===== src/rtl/i2c_pkg.sv =====
// i2c_pkg: shared definitions for the I2C configuration sequencer.
// Optional feature macro: I2C_READBACK_VERIFY_EN adds the readback-verify states.
package i2c_pkg;

    // Table entry that terminates the walk.
    localparam logic [15:0] END_MARKER = 16'hFFFF;
    // Register byte that marks a delay entry instead of a write.
    localparam logic [7:0]  DELAY_REG  = 8'hFE;

    // Sequencer state encoding.
    typedef enum logic [3:0] {
        ST_IDLE          = 4'd0,
        ST_FETCH         = 4'd1,
        ST_DECODE        = 4'd2,
        ST_ISSUE         = 4'd3,
        ST_WAIT_ACCEPT   = 4'd4,
        ST_WAIT_DONE     = 4'd5,
        ST_CHECK         = 4'd6,
        ST_DELAY         = 4'd7,
        ST_DONE          = 4'd8,
`ifdef I2C_READBACK_VERIFY_EN
        ST_ERROR         = 4'd9,
        ST_VERIFY_ISSUE  = 4'd10,
        ST_VERIFY_ACCEPT = 4'd11,
        ST_VERIFY_DONE   = 4'd12,
        ST_VERIFY_CHECK  = 4'd13
`else
        ST_ERROR         = 4'd9
`endif
    } state_t;

    // Bits needed to address 'value' distinct items; never returns less than 1.
    function automatic int clog2(input int value);
        int width;
        width = 1;
        while ((1 << width) < value) begin
            width = width + 1;
        end
        return width;
    endfunction

endpackage


===== src/rtl/i2c_config_sequencer_if.sv =====
// i2c_config_sequencer_if: command port between the sequencer and the I2C master.
// Optional feature macro: I2C_READBACK_VERIFY_EN adds i2cStartRead / i2cDataOut.
//
// Handshake: i2cStartWrite (or i2cStartRead) is a one-cycle request that carries
// i2cAddress/i2cReg/i2cData. The master accepts it by raising i2cBusy, possibly
// one cycle late, and completes it by dropping i2cBusy; from that cycle on
// i2cAckError (and i2cDataOut for a read) are valid. The requester never issues
// a new request while i2cBusy=1.
interface i2c_config_sequencer_if;

    logic       i2cStartWrite;
    logic [6:0] i2cAddress;
    logic [7:0] i2cReg;
    logic [7:0] i2cData;
    logic       i2cBusy;
    logic       i2cAckError;
`ifdef I2C_READBACK_VERIFY_EN
    logic       i2cStartRead;
    logic [7:0] i2cDataOut;

    modport master (
        output i2cStartWrite, i2cAddress, i2cReg, i2cData, i2cStartRead,
        input  i2cBusy, i2cAckError, i2cDataOut
    );

    modport slave (
        input  i2cStartWrite, i2cAddress, i2cReg, i2cData, i2cStartRead,
        output i2cBusy, i2cAckError, i2cDataOut
    );
`else
    modport master (
        output i2cStartWrite, i2cAddress, i2cReg, i2cData,
        input  i2cBusy, i2cAckError
    );

    modport slave (
        input  i2cStartWrite, i2cAddress, i2cReg, i2cData,
        output i2cBusy, i2cAckError
    );
`endif

endinterface


===== src/rtl/i2c_delay_timer.sv =====
// i2c_delay_timer: loadable down-counter used for delay table entries.
// After a load, 'expired' rises once COUNT cycles have been spent waiting
// (counting the first cycle after the load as cycle one).
module i2c_delay_timer
    import i2c_pkg::*;
#(
    parameter int COUNT = 1
) (
    input  logic clock,
    input  logic reset,
    input  logic load,
    output logic expired
);

    localparam int LOAD_VALUE = (COUNT > 1) ? COUNT - 1 : 0;
    localparam int CW         = clog2(LOAD_VALUE + 1);

    logic [CW-1:0] count;

    // Load the full count, then step down to zero and hold there.
    always_ff @(posedge clock) begin
        if (reset) begin
            count <= '0;
        end else if (load) begin
            count <= CW'(LOAD_VALUE);
        end else if (count != '0) begin
            count <= count - CW'(1);
        end
    end

    assign expired = (count == '0);

endmodule


===== src/rtl/i2c_config_sequencer.sv =====
// i2c_config_sequencer: walks a (reg, data) table held in a synchronous ROM and
// issues one single-byte I2C write per entry to DEVICE_ADDRESS, with ACK-error
// retries, delay entries and end-of-table detection.
// Optional feature macro: I2C_READBACK_VERIFY_EN reads every written register
// back and treats a NACK or a data difference as a failed attempt.
module i2c_config_sequencer
    import i2c_pkg::*;
#(
    parameter int         CLOCK_FREQUENCY = 12000000,
    parameter logic [6:0] DEVICE_ADDRESS  = 7'h21,
    parameter int         NR_OF_ENTRIES   = 64,
    parameter int         MAX_RETRIES     = 3,
    parameter int         DELAY_MS        = 10,
    localparam int        IW              = clog2(NR_OF_ENTRIES)
) (
    input  logic                  clock,
    input  logic                  reset,
    input  logic                  start,
    output logic                  seqBusy,
    output logic                  done,
    output logic                  error,
    output logic [IW-1:0]         errorIndex,
    output logic [IW-1:0]         tableIndex,
    input  logic [15:0]           tableEntry,
    output state_t                debug_state,
    i2c_config_sequencer_if.master bus
);

    localparam int RW           = clog2(MAX_RETRIES + 1);
    localparam int DELAY_CYCLES = DELAY_MS * CLOCK_FREQUENCY / 1000;

    state_t        state, state_next;
    logic [IW-1:0] index, index_next;
    logic [RW-1:0] retries, retries_next;
    logic [7:0]    reg_q, reg_next;
    logic [7:0]    data_q, data_next;
    logic          error_q, error_next;
    logic [IW-1:0] error_index_q, error_index_next;
    logic          timer_load;
    logic          timer_expired;
    logic          advance;
    logic          fail_attempt;
    logic          last_entry;
    logic          retry_left;

    assign last_entry = (index == IW'(NR_OF_ENTRIES - 1));
    assign retry_left = (retries < RW'(MAX_RETRIES));

    i2c_delay_timer #(
        .COUNT(DELAY_CYCLES)
    ) u_delay_timer (
        .clock  (clock),
        .reset  (reset),
        .load   (timer_load),
        .expired(timer_expired)
    );

    // State and datapath registers.
    always_ff @(posedge clock) begin
        if (reset) begin
            state         <= ST_IDLE;
            index         <= '0;
            retries       <= '0;
            reg_q         <= '0;
            data_q        <= '0;
            error_q       <= 1'b0;
            error_index_q <= '0;
        end else begin
            state         <= state_next;
            index         <= index_next;
            retries       <= retries_next;
            reg_q         <= reg_next;
            data_q        <= data_next;
            error_q       <= error_next;
            error_index_q <= error_index_next;
        end
    end

    // Next-state logic; a finished entry raises 'advance', a failed attempt
    // raises 'fail_attempt', and both are resolved after the case.
    always_comb begin
        state_next       = state;
        index_next       = index;
        retries_next     = retries;
        reg_next         = reg_q;
        data_next        = data_q;
        error_next       = error_q;
        error_index_next = error_index_q;
        timer_load       = 1'b0;
        advance          = 1'b0;
        fail_attempt     = 1'b0;

        case (state)
            ST_IDLE: begin
                if (start) begin
                    error_next   = 1'b0;
                    index_next   = '0;
                    retries_next = '0;
                    state_next   = ST_FETCH;
                end
            end
            ST_FETCH: state_next = ST_DECODE;
            ST_DECODE: begin
                if (tableEntry == END_MARKER) begin
                    state_next = ST_DONE;
                end else if (tableEntry[15:8] == DELAY_REG) begin
                    timer_load = 1'b1;
                    state_next = ST_DELAY;
                end else begin
                    reg_next   = tableEntry[15:8];
                    data_next  = tableEntry[7:0];
                    state_next = ST_ISSUE;
                end
            end
            ST_ISSUE: state_next = ST_WAIT_ACCEPT;
            ST_WAIT_ACCEPT: begin
                if (bus.i2cBusy) state_next = ST_WAIT_DONE;
            end
            ST_WAIT_DONE: begin
                if (!bus.i2cBusy) state_next = ST_CHECK;
            end
`ifdef I2C_READBACK_VERIFY_EN
            ST_CHECK: begin
                if (!bus.i2cAckError) state_next = ST_VERIFY_ISSUE;
                else                  fail_attempt = 1'b1;
            end
            ST_VERIFY_ISSUE: state_next = ST_VERIFY_ACCEPT;
            ST_VERIFY_ACCEPT: begin
                if (bus.i2cBusy) state_next = ST_VERIFY_DONE;
            end
            ST_VERIFY_DONE: begin
                if (!bus.i2cBusy) state_next = ST_VERIFY_CHECK;
            end
            ST_VERIFY_CHECK: begin
                if (!bus.i2cAckError && (bus.i2cDataOut == data_q)) advance = 1'b1;
                else                                                fail_attempt = 1'b1;
            end
`else
            ST_CHECK: begin
                if (!bus.i2cAckError) advance = 1'b1;
                else                  fail_attempt = 1'b1;
            end
`endif
            ST_DELAY: begin
                if (timer_expired) advance = 1'b1;
            end
            ST_DONE:  state_next = ST_IDLE;
            ST_ERROR: state_next = ST_IDLE;
            default:  state_next = ST_IDLE;
        endcase

        if (fail_attempt) begin
            if (retry_left) begin
                retries_next = retries + RW'(1);
                state_next   = ST_ISSUE;
            end else begin
                error_next       = 1'b1;
                error_index_next = index;
                state_next       = ST_ERROR;
            end
        end

        // The last table slot ends the run even without an end marker.
        if (advance) begin
            retries_next = '0;
            if (last_entry) begin
                state_next = ST_DONE;
            end else begin
                index_next = index + IW'(1);
                state_next = ST_FETCH;
            end
        end
    end

    assign seqBusy           = (state != ST_IDLE);
    assign done              = (state == ST_DONE);
    assign error             = error_q;
    assign errorIndex        = error_index_q;
    assign tableIndex        = index;
    assign debug_state       = state;
    assign bus.i2cStartWrite = (state == ST_ISSUE);
    assign bus.i2cAddress    = DEVICE_ADDRESS;
    assign bus.i2cReg        = reg_q;
    assign bus.i2cData       = data_q;
`ifdef I2C_READBACK_VERIFY_EN
    assign bus.i2cStartRead  = (state == ST_VERIFY_ISSUE);
`endif

endmodule


===== src/flat_wrapper.sv =====
// flat-port wrapper written by rule: the top's interface ports become plain ports
module i2c_config_sequencer_flat import i2c_pkg::*;
#(
    parameter int         CLOCK_FREQUENCY = 12000000,
    parameter logic [6:0] DEVICE_ADDRESS  = 7'h21,
    parameter int         NR_OF_ENTRIES   = 64,
    parameter int         MAX_RETRIES     = 3,
    parameter int         DELAY_MS        = 10,
    localparam int        IW              = clog2(NR_OF_ENTRIES)
)
  (clock, reset, start, seqBusy, done, error, errorIndex, tableIndex, tableEntry, debug_state, bus_i2cStartWrite, bus_i2cAddress, bus_i2cReg, bus_i2cData, bus_i2cBusy, bus_i2cAckError);
  i2c_config_sequencer_if bus_i ();
  input  logic clock;
  input  logic reset;
  input  logic start;
  output logic seqBusy;
  output logic done;
  output logic error;
  output logic [IW-1:0] errorIndex;
  output logic [IW-1:0] tableIndex;
  input  logic [15:0] tableEntry;
  output state_t debug_state;
  output wire logic [$bits(bus_i.i2cStartWrite)-1:0] bus_i2cStartWrite;
  output wire logic [$bits(bus_i.i2cAddress)-1:0] bus_i2cAddress;
  output wire logic [$bits(bus_i.i2cReg)-1:0] bus_i2cReg;
  output wire logic [$bits(bus_i.i2cData)-1:0] bus_i2cData;
  input wire logic [$bits(bus_i.i2cBusy)-1:0] bus_i2cBusy;
  input wire logic [$bits(bus_i.i2cAckError)-1:0] bus_i2cAckError;
  assign bus_i2cStartWrite = bus_i.i2cStartWrite;
  assign bus_i2cAddress = bus_i.i2cAddress;
  assign bus_i2cReg = bus_i.i2cReg;
  assign bus_i2cData = bus_i.i2cData;
  assign bus_i.i2cBusy = bus_i2cBusy;
  assign bus_i.i2cAckError = bus_i2cAckError;
  i2c_config_sequencer #(.CLOCK_FREQUENCY(CLOCK_FREQUENCY), .DEVICE_ADDRESS(DEVICE_ADDRESS), .NR_OF_ENTRIES(NR_OF_ENTRIES), .MAX_RETRIES(MAX_RETRIES), .DELAY_MS(DELAY_MS)) u_core (.clock(clock), .reset(reset), .start(start), .seqBusy(seqBusy), .done(done), .error(error), .errorIndex(errorIndex), .tableIndex(tableIndex), .tableEntry(tableEntry), .debug_state(debug_state), .bus(bus_i));
endmodule

===== config.mk =====
export PLATFORM = sky130hd
export DESIGN_NAME = i2c_config_sequencer_flat
export DESIGN_NICKNAME = d
export VERILOG_FILES = /design/src/rtl/i2c_pkg.sv /design/src/rtl/i2c_config_sequencer_if.sv /design/src/rtl/i2c_delay_timer.sv /design/src/rtl/i2c_config_sequencer.sv /design/src/flat_wrapper.sv
export SDC_FILE = /design/constraint.sdc
export NUM_CORES = 1
export LEC_CHECK = 0
export ABC_CLOCK_PERIOD_IN_PS = 2700
export BUFFER_PORTS_ARGS = -buffer_cell sky130_fd_sc_hd__buf_2
export CORE_MARGIN = 2
export CORE_UTILIZATION = 49
export CTS_BUF_LIST = sky130_fd_sc_hd__clkbuf_2 sky130_fd_sc_hd__clkbuf_4 sky130_fd_sc_hd__clkbuf_8
export DETAILED_ROUTE_END_ITERATION = 6
export PLACE_DENSITY = 0.74
export SLEW_MARGIN = 20
export SYNTH_ARGS = -nofsm -noshare
export SYNTH_HDL_FRONTEND = slang
export SYNTH_SLANG_ARGS = --single-unit

===== constraint.sdc =====
create_clock -name clock -period 2.7 [get_ports clock]
set_input_delay 0.54 -clock clock [delete_from_list [all_inputs] [get_ports clock]]
set_output_delay 0.54 -clock clock [all_outputs]
set_load 0.01 [all_outputs]

# --- Word level (Yosys, flattened, before mapping) ---
# Index checks and enable logic that the tools add are counted.
word_totals:
  output_inout_bits: 43
  latchBits: 0
  mem_bits_ro: 0
  ramBits: 0
  ff_bits: 52
  mem_count: 0
  elab_cells: 74
  input_bits: 21
classes:
  n_lt_le_gt_ge: 1
  mux: 32
  n_mul: 0
  n_reduce_logical: 11
  bitwise_logic: 3
  n_div: 0
  add_sub_neg: 3
  n_eq_ne: 15
  shifts: 0
ops:
  columns: ["operator", "count"]
  rows:
  - ["$mux 17", 2]
  - ["$mux 4", 8]
  - ["$pmux 4 s7", 1]
  - ["$mux 6", 4]
  - ["$logic_not 17->1", 1]
  - ["$reduce_bool 17->1", 1]
  - ["$sub 17x1->17 const B", 1]
  - ["$eq 16x16->1 const B", 1]
  - ["$eq 4x3->1 const B", 4]
  - ["$ne 4x2->1 const B", 3]
  - ["$mux 1", 11]
  - ["$eq 4x2->1 const B", 2]
  - ["$eq 8x8->1 const B", 1]
  - ["$mux 2", 4]
  - ["$add 6x1->6 const B", 1]
  - ["$eq 6x6->1 const B", 1]
  - ["$reduce_or 2->1", 3]
  - ["$eq 4x1->1 const B", 1]
  - ["$eq 4x4->1 const B", 1]
  - ["$logic_not 4->1", 1]
  - ["$reduce_and 4->1", 1]
  - ["$reduce_bool 4->1", 1]
  - ["$mux 3", 1]
  - ["$ne 3x1->1 const B", 1]
  - ["other kinds (7)", 9]

# --- Depth between registers and ports, before layout ---
# Gate-level depths: netlist of run 1.
depth:
  depth_word: 6
  ltp_mapped: 9
  depth_no_buf: 7

# --- Hierarchy ---
# A second synthesis of run 1 with hierarchy kept.
hier_totals:
  hier_cells: 311
  hier_area_um2: 2815.2
by_module_without_submodules:
  columns: ["module", "instances", "cells_per_inst", "area_per_inst_um2"]
  rows:
  - ["i2c_config_sequencer", 1, 208, 1890.6]
  - ["i2c_delay_timer", 1, 103, 924.6]

# --- Least setup slack after synthesis of run 1 ---
# OpenSTA, ideal clock, no wires.
synth_timing:
  path_type: "reg2reg"
  from: "register u_core.u_delay_timer.count[0]"
  to: "register u_core.index[5], in the netlist u_core.tableIndex[5]"
  path_stages_with_launch: 9
  t_required_ps: 2626
  slack_ps: 133
  setup_time_ps: 74
  arrival_ps: 2492
  synth_period_minus_slack_ps: 2567
  path_cell_list: "dfxtp_1 > inv_1 > ha_1 > or4b_1 > or4_4 > buf_6 > o22a_4 > or4b_1 > a31oi_1"
synth_between:
  elab_chain_len: 4
synth_rtl:
  columns: ["element", "line_no", "text"]
  rows:
  - ["from (decl)", "i2c_delay_timer.sv:18", "logic [CW-1:0] count;"]
  - ["from (signal assigned)", "i2c_delay_timer.sv:25", "count <= CW'(LOAD_VALUE);"]
  - ["from (signal assigned)", "i2c_delay_timer.sv:27", "count <= count - CW'(1);"]
  - ["$logic_not 17->1", "i2c_delay_timer.sv:31", "assign expired = (count == '0);"]
  - ["$mux 1", "i2c_config_sequencer.sv:145", "if (timer_expired) advance = 1'b1;"]
  - ["$pmux 1 s2", "i2c_config_sequencer.sv:93", "case (state)"]
  - ["$mux 6", "i2c_config_sequencer.sv:164", "if (advance) begin"]
  - ["to (signal assigned)", "i2c_config_sequencer.sv:70", "index <= index_next;"]
  - ["to (decl)", "i2c_config_sequencer.sv:33", "logic [IW-1:0] index, index_next;"]
# Every way passes these cells.
# A chain may end at the register's enable or synchronous reset.

# --- Worst setup path in the final report of run 1 ---
# Same ends and word-level chain as after synthesis.

==> flow_summary_export.csv, run 1 <==
group,metric,value,unit
power_and_ir_drop,finalPower,2.78,mW
synthesis,synth_top_area_share,41.2,%
floorplanning,dieArea,5750,um^2
synthesis,seq_area_frac_synth,41.2,%
min_path,hold_class,"flop to flop",
layout,antennaDiodeCount,0,
synthesis,synth.avg_cell_area,8.75,um^2
power_and_ir_drop,power.density,934,nW/um^2
sta,rsz0062_at_grt,"false",
route,via_per_inst,5.41,
route,drt_pass1_iterations,4,
setup_path,start_kind,"flop",
synthesis,ys_ff_latch,52,
synthesis,ys_top_cells_by_area,"dfxtp_1, mux2i_1, nor2_1",
synthesis,synth.largest_area_cell,"dfxtp_1",
synthesis,synth.most_common_cell,"dfxtp_1",
layout,regArea,1040,um^2
sta,drv_slew,0,
synthesis,synth_edf_count,0,
route,wl_met2,2660,um
route,drtIter0Drc,90,
sta,finalCriticalPeriod,2.57,ns
clocking,htreeDepth,2,
layout,multi_input_area,1390,um^2
route,avgRoutedWirePerCell,13.6,um
layout,fillerInstances,453,
setup_path,critPathMaxFanout,7,
sta,setup_tns,0,ns
synthesis,synth_cell_types,51,
placed_design,gp_congestion,0.818,
sta,finalSetupViolCount,0,
clocking,cts-root-buf,"clkbuf_8",
placed_design,dpl.hpwl,4030,um
layout,area_growth,17.9,%
setup_path,cp_data_required_time,2.93,ns
synthesis,async_reset_ff_share,0,%
floorplanning,coreArea,5040,um^2
route,drt-met1-wl,2590,um
synthesis,syn_inst,289,
global_route,antenna_found_initial,0,
clocking,cts_inserted_buffers,5,
synthesis,synth_common_cells,"dfxtp_1, nor2_1, mux2i_1",
layout,nNetsFinal,369,
floorplanning,die_w,75.8,um
global_route,grt_usage,20.8,%
sta,finalHoldViolCount,0,
layout,layout-drive-gt1-share,24.6,%
power_and_ir_drop,power_leakage,1.29,nW
route,postRouteAntennaNets,0,
global_route,grt_pass1_vias,1980,
power_and_ir_drop,ir_drop,482,uV
clocking,clock-sinks,52,
floorplanning,pin_count,64,
run,max_cap_violations,0,
clocking,cts.clk_slew.worst_paths,0.09,ns
sta,fin_crit_sh,95.2,%
setup_path,endpoint_kind,"flop",
setup_path,path_class,"flop to flop",
clocking,clockBufferDepth,2,
clocking,cts_tree,"built",
placed_design,pre_cts_ws,0.0998,ns
route,totalWireLength,5640,um
route,route.met3.wl,329,um
sta,tightestPinTransition,0.518,ns
floorplanning,rows,26,
synthesis,netlist_area,2530,um^2
outcome,outcome,"completed",
clocking,clock_latency,0.31,ns
setup_path,arrival,2.80,ns
global_route,grt_max_degree,29,
global_route,grt_overflow,0,
synthesis,synth_warnings,0,
route,drcViolationCount,0,
sta,finClkSkew,0.00963,ns
global_route,grt_pass1_wl,9100,um
route,routed.top_layer,"met4",
sta,clock.fmax,389,MHz
sta,slew_headroom,65.1,%
route,vias,2251,
placed_design,port_buffers,56,
synthesis,ys.flop_type,"dfxtp_1",
floorplanning,start_util,50.1,%
sta,whs,0.462,ns
sta,fin_ws,0.129,ns
floorplanning,die_h,75.8,um
logic make-up (layout without fill, tap and decap cells):
logic type / Yosys count / after routing / share of synthesized area, %
compound gates: 44 / 44 / 11.6
xor+xnor: 14 / 14 / 4.85
fa+ha+maj: 3 / 3 / 1.49
buf+inv: 27 / 79 / 5.45
flops: 52 / 52 / 41.2
mux: 24 / 24 / 9.60
other cells: 2 / 7 / 0.297
simple gates: 123 / 123 / 25.5
state kept, by name (all words and copies together), names as in the netlist:
name	count
u_core.u_delay_timer.count	17
u_core.debug_state	4
u_core.retries	2
u_core.tableIndex	6
u_core.error	1
u_core.bus.i2cReg	8
u_core.bus.i2cData	8
u_core.errorIndex	6
per-stage QoR:
step,cell area (um^2),utilization (%),std cells
2_1_floorplan,2550,-,294
3_3_place_gp,2870,56.9,408
3_5_place_dp,2870,56.9,408
4_1_cts,2960,58.8,416
5_1_grt,2980,59.1,416
6_report,2980,59.1,416
cell type report:
type / instances / share of cell area, %
multi-input cells: 215 / 46.6
flip-flops and latches: 52 / 34.9
repair buffers: 65 / 11.7
well taps: 70 / 2.94
clock buffers: 7 / 2.81
inverters: 6 / 0.756
clock inverters: 1 / 0.294
worst max-delay path, cell delays in order (launching register included):
cell     delay (ns)
dfxtp_1        0.32
inv_1          0.13
ha_4           0.18
or4b_4         0.49
or4_4          0.51
o22a_4         0.23
or4b_1         0.51
a31oi_1        0.13
routing by layer:
layer  GRT usage [%]  vias up
li1                -     1136
met1            27.3     1047
met2            33.9       62
met3            4.50        6
met4            6.82        0
met5               0        -
placed cells by master (no fill, tap or decap), types with 2 or more instances in the layout:
cell	netlist	final
mux2i_1	22	22
xnor2_1	10	10
o31ai_1	2	2
nor3_1	10	10
nor4_1	9	9
a21o_1	2	2
and3_1	2	2
nor2_1	39	39
conb_1	2	7
ha_1	3	2
or3_1	2	2
nand4_1	3	3
or4_1	3	3
a21oi_1	17	16
buf_4	7	9
clkbuf_4	0	2
buf_2	2	56
o21ai_0	3	3
mux2_2	2	2
xor2_1	4	4
dfxtp_1	52	52
o211ai_1	2	2
or3_2	3	3
nor4b_1	2	2
clkbuf_8	0	5
nand3b_1	7	7
and4_1	2	2
nand3_1	11	11
nand2_1	19	19
inv_1	6	6
a31oi_1	8	8
path summary, 6_finish.rpt:
check                                     to  cells past startpoint  slack, ns                                  startpoint
max          u_core.tableIndex[5]$_SDFF_PP0_                      7       0.13  u_core.u_delay_timer.count[0]$_SDFFE_PP0P_
min                  u_core.error$_SDFF_PP0_                      2       0.46                     u_core.error$_SDFF_PP0_
max reg2reg  u_core.tableIndex[5]$_SDFF_PP0_                      7       0.13  u_core.u_delay_timer.count[0]$_SDFFE_PP0P_
min reg2reg          u_core.error$_SDFF_PP0_                      2       0.46                     u_core.error$_SDFF_PP0_
power breakdown:
group | total, mW | switching (mW) | internal (mW)
Combinational | 1.26 | 0.673 | 0.589
Clock | 0.462 | 0.256 | 0.206
Sequential | 1.06 | 0.140 | 0.917
Total | 2.78 | 1.07 | 1.71
timing repair:
action / in CTS / in global routing
endpoints found under the setup margin: 0 / 1
hold buffers: 0 / 0
setup buffers: 0 / 0
resized for setup: 0 / 3
(Power assumes the default switching activity.)
==> run 2, diff against run 1 <==
--- a/config.mk
+++ b/config.mk
@@ -6,13 +6,14 @@
 export NUM_CORES = 1
 export LEC_CHECK = 0
 export ABC_CLOCK_PERIOD_IN_PS = 2700
-export BUFFER_PORTS_ARGS = -buffer_cell sky130_fd_sc_hd__buf_2
+export BUFFER_PORTS_ARGS = -buffer_cell sky130_fd_sc_hd__buf_4
 export CORE_MARGIN = 2
-export CORE_UTILIZATION = 49
+export CORE_UTILIZATION = 51
 export CTS_BUF_LIST = sky130_fd_sc_hd__clkbuf_2 sky130_fd_sc_hd__clkbuf_4 sky130_fd_sc_hd__clkbuf_8
 export DETAILED_ROUTE_END_ITERATION = 6
-export PLACE_DENSITY = 0.74
+export PLACE_DENSITY = 0.76
 export SLEW_MARGIN = 20
 export SYNTH_ARGS = -nofsm -noshare
 export SYNTH_HDL_FRONTEND = slang
+export SYNTH_HIERARCHICAL = 1
 export SYNTH_SLANG_ARGS = --single-unit
==> flow_summary_export.csv, run 2 <==
group,metric,value,unit
setup_path,start_kind,"flop",
global_route,grt_overflow,0,
setup_path,path_class,"flop to flop",
layout,antennaDiodeCount,0,
floorplanning,die_w,78.3,um
clocking,postCtsSetupRepairBufs,0,
sta,finalSetupViolCount,0,
global_route,antenna_found_initial,0,
sta,tightestPinTransition,0.655,ns
synthesis,async_reset_ff_share,0,%
layout,final_util,61.9,%
global_route,grt_pass1_wl,10400,um
synthesis,synth.most_common_cell,"dfxtp_1",
layout,top_register,"u_core/u_delay_timer/count",
synthesis,syn_inst,311,
floorplanning,die_h,78.3,um
layout,regArea,1040,um^2
power_and_ir_drop,power.density,694,nW/um^2
clocking,ctsHoldBuffers,0,
setup_path,endpoint_kind,"flop",
min_path,hold_class,"flop to flop",
clocking,clock_latency,0.30,ns
synthesis,synth_top_area_share,37.0,%
setup_path,cp_top_family,"simple AND/OR/NAND/NOR gates",
layout,layout-drive-gt1-share,24.8,%
synthesis,synth.largest_area_cell,"dfxtp_1",
synthesis,synth_warnings,6,
floorplanning,start_util,52.1,%
layout,fillerInstances,490,
clocking,cts-root-buf,"clkbuf_8",
route,via_per_inst,5.69,
synthesis,synth_common_cells,"dfxtp_1, nand2b_1, mux2i_1",
layout,final_common_cell,"buf_4",
clocking,clock-sinks,52,
placed_design,gp_congestion,0.856,
sta,finalCriticalPeriod,2.53,ns
route,postRouteAntennaNets,0,
sta,finClkSkew,0.00843,ns
floorplanning,dieArea,6130,um^2
route,totalWireLength,6100,um
floorplanning,coreArea,5410,um^2
setup_path,critPathMaxFanout,12,
sta,finalHoldViolCount,0,
outcome,outcome,"completed",
sta,slew_headroom,56.2,%
sta,fin_ws,0.169,ns
sta,rsz0062_at_grt,"false",
clocking,cts_tree,"built",
clocking,clockBufferDepth,2,
setup_path,critPathBufInv,2,
synthesis,synth.avg_cell_area,9.05,um^2
sta,drv_slew,0,
floorplanning,pin_count,64,
synthesis,synth_edf_count,0,
setup_path,worstPathCellList,"inv_1 > ha_1 > or4b_4 > nor4_1 > buf_4 > o2111ai_2 > or3_1 > a21oi_1",
route,avgRoutedWirePerCell,14.0,um
power_and_ir_drop,power_leakage,1.36,nW
floorplanning,rows,27,
synthesis,ys_top_cells_by_area,"dfxtp_1, nand2b_1, mux2i_1",
synthesis,seq_area_frac_synth,37.0,%
layout,multi_input_area,1590,um^2
route,drt_pass1_iterations,4,
run,max_cap_violations,0,
layout,largest_reg_flops,17,
clocking,cts_resized,0,
synthesis,netlist_area,2820,um^2
placed_design,dpl.hpwl,4240,um
layout,mostFrequentLayoutCells,"buf_4, dfxtp_1, nand2b_1",
route,vias,2473,
route,drtIter0Drc,98,
sta,setup_tns,0,ns
synthesis,synth_cell_types,59,
layout,area_growth,18.9,%
setup_path,slowest_delay,0.50,ns
power_and_ir_drop,ir_drop,371,uV
sta,fin_crit_sh,93.8,%
sta,clock.fmax,395,MHz
global_route,grt_usage,20.5,%
setup_path,arrival,2.76,ns
setup_path,cp_data_required_time,2.93,ns
clocking,cts_inserted_buffers,5,
clocking,cts.clk_slew.worst_paths,0.09,ns
placed_design,dp.cells,427,
placed_design,port_buffers,56,
setup_path,cp_slowest_cell,"or4b_4",
placed_design,pre_cts_ws,0.203,ns
synthesis,ys.flop_type,"dfxtp_1",
synthesis,ys_ff_latch,52,
layout,nNetsFinal,386,
layout,finalNonFillerCells,435,
global_route,grt_pass1_vias,2279,
global_route,grt_max_degree,64,
route,drcViolationCount,0,
clocking,htreeDepth,2,
run 2: cell count changes after synthesis, sizes merged, moves of 6 or more:
cell and change:
nand2b +34, nor2 -22, o21ai +9, xnor2 -9
nand2 -8, buf +7, nand3b -7, or3 +7
nor3 -6
run 2: final timing paths:
check	depth (start not counted)	from	endpoint	slack, ns
setup reg to reg	8	u_core/u_delay_timer/count[0]$_SDFFE_PP0P_	u_core/tableIndex[0]$_SDFF_PP0_	0.17
hold / removal	2	u_core/error$_SDFF_PP0_	u_core/error$_SDFF_PP0_	0.46
hold reg to reg	2	u_core/error$_SDFF_PP0_	u_core/error$_SDFF_PP0_	0.46
setup / recovery	8	u_core/u_delay_timer/count[0]$_SDFFE_PP0P_	u_core/tableIndex[0]$_SDFF_PP0_	0.17
run 2: logic make-up after synthesis:
kind of cell | count (synthesis) | synth area share (%)
adder cells (fa/ha/maj) | 3 | 1.33
flip-flops | 52 | 37.0
AO/OA/AOI/OAI | 66 | 16.0
other | 2 | 0.267
multiplexers | 22 | 7.87
XOR/XNOR | 1 | 0.311
buffers and inverters | 31 | 7.16
AND/OR/NAND/NOR | 134 | 30.0
run 2: area by class of cell:
type                       count  area share (%)
inverter                       7           0.785
clock buffer                   7            2.88
timing repair buffer          63            14.1
multi-input combinational    233            47.5
tap                           72            2.69
clock inverter                 1           0.897
sequential                    52            31.1
run 2: metrics by stage:
stage          cell area, um^2  total power, mW  hold WS [ns]
2_1_floorplan             2830             1.60         0.449
3_3_place_gp              3220             1.74         0.444
3_5_place_dp              3220             1.76         0.455
4_1_cts                   3350             2.34         0.468
5_1_grt                   3350             2.48         0.486
6_report                  3350             2.32         0.463
run 2: metal layers:
metal  track usage (%)  vias up  share of wire [%]
met5                 0        -                  0
met4              5.61        0               0.75
met3              3.33        5                4.9
met2              32.3       71                 44
met1              29.0     1161                 50
li1                  -     1236                  -
run 2: worst reg2reg max path, cell delays in order, from the launching register on:
cell,delay [ns]
dfxtp_1,0.33
inv_1,0.09
ha_1,0.19
or4b_4,0.50
nor4_1,0.29
buf_4,0.19
o2111ai_2,0.28
or3_1,0.44
a21oi_1,0.15
run 2: report_power, final:
group          internal (mW)  switching [mW]  leakage [nW]
clock network          0.327           0.246        0.0645
registers              0.853          0.0895         0.423
logic                  0.384           0.425         0.870
total                   1.56           0.760          1.36
